===== src/rtl/conv_pkg.sv =====
// Shared definitions for the conv layer tile sequencer and the data movers:
// sequencer states, default layer geometry and external-memory address helpers.
package conv_pkg;

  typedef enum logic [2:0] {
    ST_IDLE  = 3'd0,
    ST_LOAD  = 3'd1,
    ST_COMP  = 3'd2,
    ST_STORE = 3'd3,
    ST_NEXT  = 3'd4,
    ST_FIN   = 3'd5
  } tile_state_t;

  localparam int unsigned DEF_AW = 32;
  localparam int unsigned DEF_N  = 16;
  localparam int unsigned DEF_M  = 16;
  localparam int unsigned DEF_R  = 64;
  localparam int unsigned DEF_C  = 16;
  localparam int unsigned DEF_TN = 16;
  localparam int unsigned DEF_TM = 16;
  localparam int unsigned DEF_TR = 64;
  localparam int unsigned DEF_TC = 16;
  localparam int unsigned DEF_K  = 3;

  // Wide enough for any practical AW; callers truncate to their own width,
  // which yields the same value as computing modulo 2^AW directly.
  typedef logic [63:0] addr_calc_t;

  // Number of tiles along one dimension.
  function automatic int unsigned tile_count(input int unsigned full, input int unsigned tile);
    return full / tile;
  endfunction

  // Input feature map word offset of tile origin (m, r, c).
  function automatic addr_calc_t in_fm_addr(input addr_calc_t m, input addr_calc_t r,
                                            input addr_calc_t c, input int unsigned rows,
                                            input int unsigned cols);
    return (m * addr_calc_t'(rows) + r) * addr_calc_t'(cols) + c;
  endfunction

  // Weight word offset of tile origin (n, m); each (n, m) pair owns a K x K kernel.
  function automatic addr_calc_t weight_addr(input addr_calc_t n, input addr_calc_t m,
                                             input int unsigned in_ch, input int unsigned k);
    return (n * addr_calc_t'(in_ch) + m) * addr_calc_t'(k) * addr_calc_t'(k);
  endfunction

  // Output feature map word offset of tile origin (n, r, c).
  function automatic addr_calc_t out_fm_addr(input addr_calc_t n, input addr_calc_t r,
                                             input addr_calc_t c, input int unsigned rows,
                                             input int unsigned cols);
    return (n * addr_calc_t'(rows) + r) * addr_calc_t'(cols) + c;
  endfunction

endpackage


===== src/rtl/conv_tile_cnt.sv =====
// Four-level tile origin counter: m innermost, then n, c, r.
// Each level steps by its tile size, wraps to 0 and carries into the next.
module conv_tile_cnt
  import conv_pkg::*;
#(
  parameter int unsigned AW = DEF_AW,
  parameter int unsigned N  = DEF_N,
  parameter int unsigned M  = DEF_M,
  parameter int unsigned R  = DEF_R,
  parameter int unsigned C  = DEF_C,
  parameter int unsigned Tn = DEF_TN,
  parameter int unsigned Tm = DEF_TM,
  parameter int unsigned Tr = DEF_TR,
  parameter int unsigned Tc = DEF_TC
) (
  input  logic          clk,
  input  logic          rst,
  input  logic          clr,
  input  logic          adv,
  output logic [AW-1:0] cnt_n,
  output logic [AW-1:0] cnt_m,
  output logic [AW-1:0] cnt_r,
  output logic [AW-1:0] cnt_c,
  output logic [AW-1:0] nxt_n,
  output logic [AW-1:0] nxt_m,
  output logic [AW-1:0] nxt_r,
  output logic [AW-1:0] nxt_c,
  output logic          last
);

  localparam logic [AW-1:0] N_LAST = AW'((tile_count(N, Tn) - 1) * Tn);
  localparam logic [AW-1:0] M_LAST = AW'((tile_count(M, Tm) - 1) * Tm);
  localparam logic [AW-1:0] R_LAST = AW'((tile_count(R, Tr) - 1) * Tr);
  localparam logic [AW-1:0] C_LAST = AW'((tile_count(C, Tc) - 1) * Tc);
  localparam logic [AW-1:0] N_STEP = AW'(Tn);
  localparam logic [AW-1:0] M_STEP = AW'(Tm);
  localparam logic [AW-1:0] R_STEP = AW'(Tr);
  localparam logic [AW-1:0] C_STEP = AW'(Tc);

  logic m_wrap, n_wrap, c_wrap, r_wrap;

  assign m_wrap = (cnt_m == M_LAST);
  assign n_wrap = (cnt_n == N_LAST);
  assign c_wrap = (cnt_c == C_LAST);
  assign r_wrap = (cnt_r == R_LAST);
  assign last   = m_wrap && n_wrap && c_wrap && r_wrap;

  // Next origin: increment innermost level, ripple carries outward on wrap.
  always_comb begin
    nxt_m = cnt_m + M_STEP;
    nxt_n = cnt_n;
    nxt_c = cnt_c;
    nxt_r = cnt_r;
    if (m_wrap) begin
      nxt_m = '0;
      nxt_n = cnt_n + N_STEP;
      if (n_wrap) begin
        nxt_n = '0;
        nxt_c = cnt_c + C_STEP;
        if (c_wrap) begin
          nxt_c = '0;
          nxt_r = cnt_r + R_STEP;
          if (r_wrap) begin
            nxt_r = '0;
          end
        end
      end
    end
  end

  // Origin registers: cleared while idle, advanced once per finished tile.
  always_ff @(posedge clk) begin
    if (rst || clr) begin
      cnt_n <= '0;
      cnt_m <= '0;
      cnt_r <= '0;
      cnt_c <= '0;
    end else if (adv) begin
      cnt_n <= nxt_n;
      cnt_m <= nxt_m;
      cnt_r <= nxt_r;
      cnt_c <= nxt_c;
    end
  end

endmodule


===== src/rtl/conv_tile_sched.sv =====
// Layer sequencer for conv_core: walks the layer tile by tile, running
// load -> compute -> store per tile and publishing tile origin and
// external-memory base addresses for the data movers.
module conv_tile_sched
  import conv_pkg::*;
#(
  parameter int unsigned AW = DEF_AW,
  parameter int unsigned N  = DEF_N,
  parameter int unsigned M  = DEF_M,
  parameter int unsigned R  = DEF_R,
  parameter int unsigned C  = DEF_C,
  parameter int unsigned Tn = DEF_TN,
  parameter int unsigned Tm = DEF_TM,
  parameter int unsigned Tr = DEF_TR,
  parameter int unsigned Tc = DEF_TC,
  parameter int unsigned K  = DEF_K
) (
  input  logic          clk,
  input  logic          rst,
  input  logic          layer_start,
  output logic          layer_done,
  output logic          busy,
  output logic          tile_load_start,
  input  logic          tile_load_done,
  output logic          tile_comp_start,
  input  logic          tile_comp_done,
  output logic          tile_store_start,
  input  logic          tile_store_done,
  output logic [AW-1:0] tile_n,
  output logic [AW-1:0] tile_m,
  output logic [AW-1:0] tile_r,
  output logic [AW-1:0] tile_c,
  output logic [AW-1:0] in_fm_base,
  output logic [AW-1:0] weight_base,
  output logic [AW-1:0] out_fm_base
);

  if ((N % Tn) != 0 || (M % Tm) != 0 || (R % Tr) != 0 || (C % Tc) != 0) begin : g_tiling_err
    $error("conv_tile_sched: layer dimensions must be whole multiples of the tile sizes");
  end

  tile_state_t   state, state_nxt;
  logic          load_set, comp_set, store_set, fin_set;
  logic          last_tile;
  logic [AW-1:0] nxt_n, nxt_m, nxt_r, nxt_c;

  conv_tile_cnt #(
    .AW(AW), .N(N), .M(M), .R(R), .C(C),
    .Tn(Tn), .Tm(Tm), .Tr(Tr), .Tc(Tc)
  ) u_cnt (
    .clk  (clk),
    .rst  (rst),
    .clr  (state == ST_IDLE),
    .adv  (state == ST_NEXT),
    .cnt_n(tile_n),
    .cnt_m(tile_m),
    .cnt_r(tile_r),
    .cnt_c(tile_c),
    .nxt_n(nxt_n),
    .nxt_m(nxt_m),
    .nxt_r(nxt_r),
    .nxt_c(nxt_c),
    .last (last_tile)
  );

  assign busy = (state != ST_IDLE);

  // Next state and entry-pulse requests; a done only counts in its own wait state.
  always_comb begin
    state_nxt = state;
    unique case (state)
      ST_IDLE:  if (layer_start)     state_nxt = ST_LOAD;
      ST_LOAD:  if (tile_load_done)  state_nxt = ST_COMP;
      ST_COMP:  if (tile_comp_done)  state_nxt = ST_STORE;
      ST_STORE: if (tile_store_done) state_nxt = ST_NEXT;
      ST_NEXT:  state_nxt = last_tile ? ST_FIN : ST_LOAD;
      ST_FIN:   state_nxt = ST_IDLE;
      default:  state_nxt = ST_IDLE;
    endcase
    load_set  = (state_nxt == ST_LOAD)  && (state != ST_LOAD);
    comp_set  = (state_nxt == ST_COMP)  && (state != ST_COMP);
    store_set = (state_nxt == ST_STORE) && (state != ST_STORE);
    fin_set   = (state_nxt == ST_FIN);
  end

  // State register; start/done pulses are registered so they coincide with state entry.
  always_ff @(posedge clk) begin
    if (rst) begin
      state            <= ST_IDLE;
      tile_load_start  <= 1'b0;
      tile_comp_start  <= 1'b0;
      tile_store_start <= 1'b0;
      layer_done       <= 1'b0;
    end else begin
      state            <= state_nxt;
      tile_load_start  <= load_set;
      tile_comp_start  <= comp_set;
      tile_store_start <= store_set;
      layer_done       <= fin_set;
    end
  end

  // Base addresses follow the counters: computed from the next origin while in NEXT.
  always_ff @(posedge clk) begin
    if (rst || state == ST_IDLE) begin
      in_fm_base  <= '0;
      weight_base <= '0;
      out_fm_base <= '0;
    end else if (state == ST_NEXT) begin
      in_fm_base  <= AW'(in_fm_addr(addr_calc_t'(nxt_m), addr_calc_t'(nxt_r),
                                    addr_calc_t'(nxt_c), R, C));
      weight_base <= AW'(weight_addr(addr_calc_t'(nxt_n), addr_calc_t'(nxt_m), M, K));
      out_fm_base <= AW'(out_fm_addr(addr_calc_t'(nxt_n), addr_calc_t'(nxt_r),
                                     addr_calc_t'(nxt_c), R, C));
    end
  end

endmodule


===== config.mk =====
export PLATFORM = sky130hd
export DESIGN_NAME = conv_tile_sched
export DESIGN_NICKNAME = d
export VERILOG_FILES = /design/src/rtl/conv_pkg.sv /design/src/rtl/conv_tile_cnt.sv /design/src/rtl/conv_tile_sched.sv
export SDC_FILE = /design/constraint.sdc
export NUM_CORES = 1
export LEC_CHECK = 0
export CORE_ASPECT_RATIO = 1.4
export CORE_MARGIN = 4
export CORE_UTILIZATION = 24
export DETAILED_ROUTE_END_ITERATION = 12
export GPL_ROUTABILITY_DRIVEN = 0
export GPL_TIMING_DRIVEN = 0
export PLACE_DENSITY = 0.42
export SLEW_MARGIN = 10
export SYNTH_ARGS = -nofsm -noshare
export SYNTH_HDL_FRONTEND = slang
export SYNTH_HIERARCHICAL = 1
export SYNTH_SLANG_ARGS = --single-unit
export TNS_END_PERCENT = 20

===== constraint.sdc =====
create_clock -name clk -period 7.16 [get_ports clk]
set_input_delay 1.79 -clock clk [delete_from_list [all_inputs] [get_ports clk]]
set_output_delay 1.79 -clock clk [all_outputs]
set_load 0.01 [all_outputs]

==> results by stage <==
Synth:
- The Yosys warning count is 6.
- After synthesis, the mean cell area works out to 7.83 sq um.
- The number of nets handed over by synthesis was 2,671.
- The combined area of all synthesized cells is 19,400 sq um.
- Synthesis produced a netlist whose cell count is 2,473.

Finish:
- The area growth from synthesis to layout is 32.9%.
- The number of nets at the end of the flow is 3,002.
- The final antenna diode count is 0.
- Of the cells placed in the final design, the portion with a size suffix greater than 1 is 0.129.
- The post-layout instance count excluding filler cells is 3,884.

Setup path:
- The data arrival time of the critical path is 7.54 ns.
- The category of the critical setup timing path is reg -> reg.
- In this design, the largest share of critical-path delay is due to compound AO/OA/AOI/OAI gates.
- The worst setup path is launched from a flip-flop.
- The maximum fanout along the worst path is 5.
- The largest individual stage delay along the critical path comes from the cell or3_4.
- Data on the critical path is required at its endpoint by 7.65 ns.
- The type of element capturing the critical path is a flip-flop.
- On the worst path, the slowest cell contributes a delay of 0.38 ns.
- The cell seen most often among critical-path stages is ha_4.
- The worst path buffer plus inverter count is 2.

Global routing:
- The initial antenna violation count is 0.
- In the global route stage, overall resource usage came out at 0.192.
- The wire length of the first global-routing pass is 125 mm.
- For this run the aggregate overflow at the end of global routing stands at 0.
- The maximum number of pins on one net before global-route repair is 16.
- The via count of the first global-routing pass is 19.6k.

Timing:
- Measured against its own limit, the worst slew margin works out to 0.218.
- The hold violation total from the final report came to 0.
- The number of slew-limit violations in the final report is 0.
- The fmax is 142 MHz.
- The tightest hold path in the finished design has a slack of 0.457 ns.
- Setup repair after global routing could not meet its margin everywhere.
- The final worst setup slack is 0.105 ns.
- The post-route clock period utilization is 0.985.
- The worst setup skew after layout is 0.0410 ns.
- For the pin with the worst max-slew slack, the measured transition is 1.17 ns.
- The number of endpoints failing setup at the final stage is 0.
- The smallest clock period supported by the final layout is computed as 7.06 ns.

Floorplan:
- The initial core utilization is 0.241.
- The die covers 85,300 sq um.
- The die is 248 microns wide.
- For this design the top-level I/O count stands at 235.
- The die is 344 microns tall.
- Row generation in the floorplan step produced 123 rows.
- The placeable core region is 80,200 sq um.

CTS:
- After clock tree synthesis, the flow added hold-fix buffers numbering 0.
- The root buffer cell chosen for the clock tree is clkbuf_16.
- The number of sinks on the clock net is 221.
- The number of buffers on the longest clock path is 3.
- The clock-pin slew on the worst setup and hold paths is 0.06 ns.
- The clock insertion delay at the later pin of the skew report is 0.62 ns.
- In this run the number of H-tree levels came out at 1.
- The number of buffers added by the clock tree synthesis step is 28.
- The TritonCTS clock tree is built.

Route:
- After detailed routing, the number of vias per cell comes to 5.10.
- In the final routed layout, each cell accounts on average for 22.0 microns.
- Summing over every cut layer, the via total after detailed routing is 19.8k.
- The first detailed-routing pass ran for 5 iterations.
- In the routed design, unresolved DRC markers number 0.
- The routed design has 85.3 mm of wire.
- The count of nets left with antenna violations after detail routing is 0.
- In this run, the number of DRC markers left after iteration 0 of detailed routing was 1,172.

Run:
- The tool flagged a number of max-cap violations equal to 0.

Placed design:
- Once placement completed, the tool counted placed cells totaling 3,769.
- Once detailed placement completed, the half-perimeter wirelength came to 68.8 mm.
- The placement-stage worst setup slack is -2.46 ns.
- In this run the tool buffered the top-level ports with 234 buffer cells.

Power:
- Summed over all cells, the static leakage comes to 10.5 nW.
- The power per cell area is 111 nW/um^2.
- IR analysis of the VDD net gives a maximum drop of 0.000190 V.

Status:
- The flow ran to the end, and the final reports show no timing, DRC or antenna violations.

Min path:
- The type of the most critical hold path is reg -> reg.
-- layer usage --
| metal | up-vias | routed length [microns] | GRT usage |
|---|---|---|---|
| met1 | 9398 | 35300 | 0.231 |
| met5 | - | 0 | 0 |
| li1 | 9631 | - | - |
| met3 | 173 | 4170 | 0.0243 |
| met2 | 593 | 41500 | 0.340 |
| met4 | 0 | 4360 | 0.0858 |
-- layout by cell type, fill, tap and decap left out, drive strengths merged, types with 30 or more instances in the layout --
master	count
o21ai	113
clkbuf	129
dfxtp	221
nand4	46
nor3	47
clkdlybuf4s50	234
nor2	240
a22oi	46
a21o	60
or3	30
and2	46
nor4	47
nand2	161
buf	115
nand3	101
xnor2	181
a21oi	205
and3	42
xor2	101
inv	98
ha	186
-- registers in the layout, indices dropped and copies added, names as in the netlist, 3 cells and up --
| register | count |
|---|---|
| state | 3 |
| in_fm_base | 32 |
| out_fm_base | 22 |
| u_cnt/cnt_c | 32 |
| weight_base | 32 |
| u_cnt/cnt_m | 32 |
| u_cnt/cnt_n | 32 |
| u_cnt/cnt_r | 32 |
-- final cells by class --
cell class	count	area [sq um]
fill	8305	54400
multi-input combinational	2018	15200
sequential	221	4430
timing repair buffer	310	2930
tap	1062	1330
clock buffer	41	810
buffer	127	582
inverter	98	370
clock inverter	7	68.8
-- repair_timing --
action	CTS	global route
pin swaps	68	78
setup endpoints to repair	46	20
cloned	0	0
gates resized for setup	146	100
setup buffers	55	22
-- tightest hold or removal path: cells and delay by family, from the launching register on --
kind,cells,cell delay (ns)
AOI/OAI and AO/OA,1,0.05
and+or+nand+nor,1,0.05
DFF,1,0.31
-- worst paths after layout --
check	slack, ns	cells past startpoint	end	startpoint
setup reg to reg	0.10	34	weight_base[29]	u_cnt/cnt_m[4]
setup / recovery	0.10	34	weight_base[29]	u_cnt/cnt_m[4]
hold / removal	0.46	2	weight_base[0]	weight_base[0]
hold reg to reg	0.46	2	weight_base[0]	weight_base[0]
-- power breakdown --
group / internal [mW] / total, mW / switching, mW / leakage, nW
registers: 1.23 / 1.23 / 0.00213 / 1.78
clock network: 0.781 / 1.41 / 0.630 / 0.424
logic: 0.0445 / 0.214 / 0.169 / 8.33
total: 2.06 / 2.86 / 0.801 / 10.5
-- per-stage QoR --
| stage | cell area, sq um | setup TNS [ns] | power [mW] | util |
|---|---|---|---|---|
| finish | 25700 | 0 | 2.86 | 0.321 |
| global route | 25700 | -1.16 | 2.96 | 0.321 |
| CTS | 25000 | -0.00888 | 2.92 | 0.312 |
| detailed placement | 23000 | -55.96 | 1.47 | 0.287 |
| global placement | 23000 | -55.27 | 1.47 | 0.287 |
| floorplan | 19400 | 0 | 1.37 | - |
(Power assumes the default switching activity.)
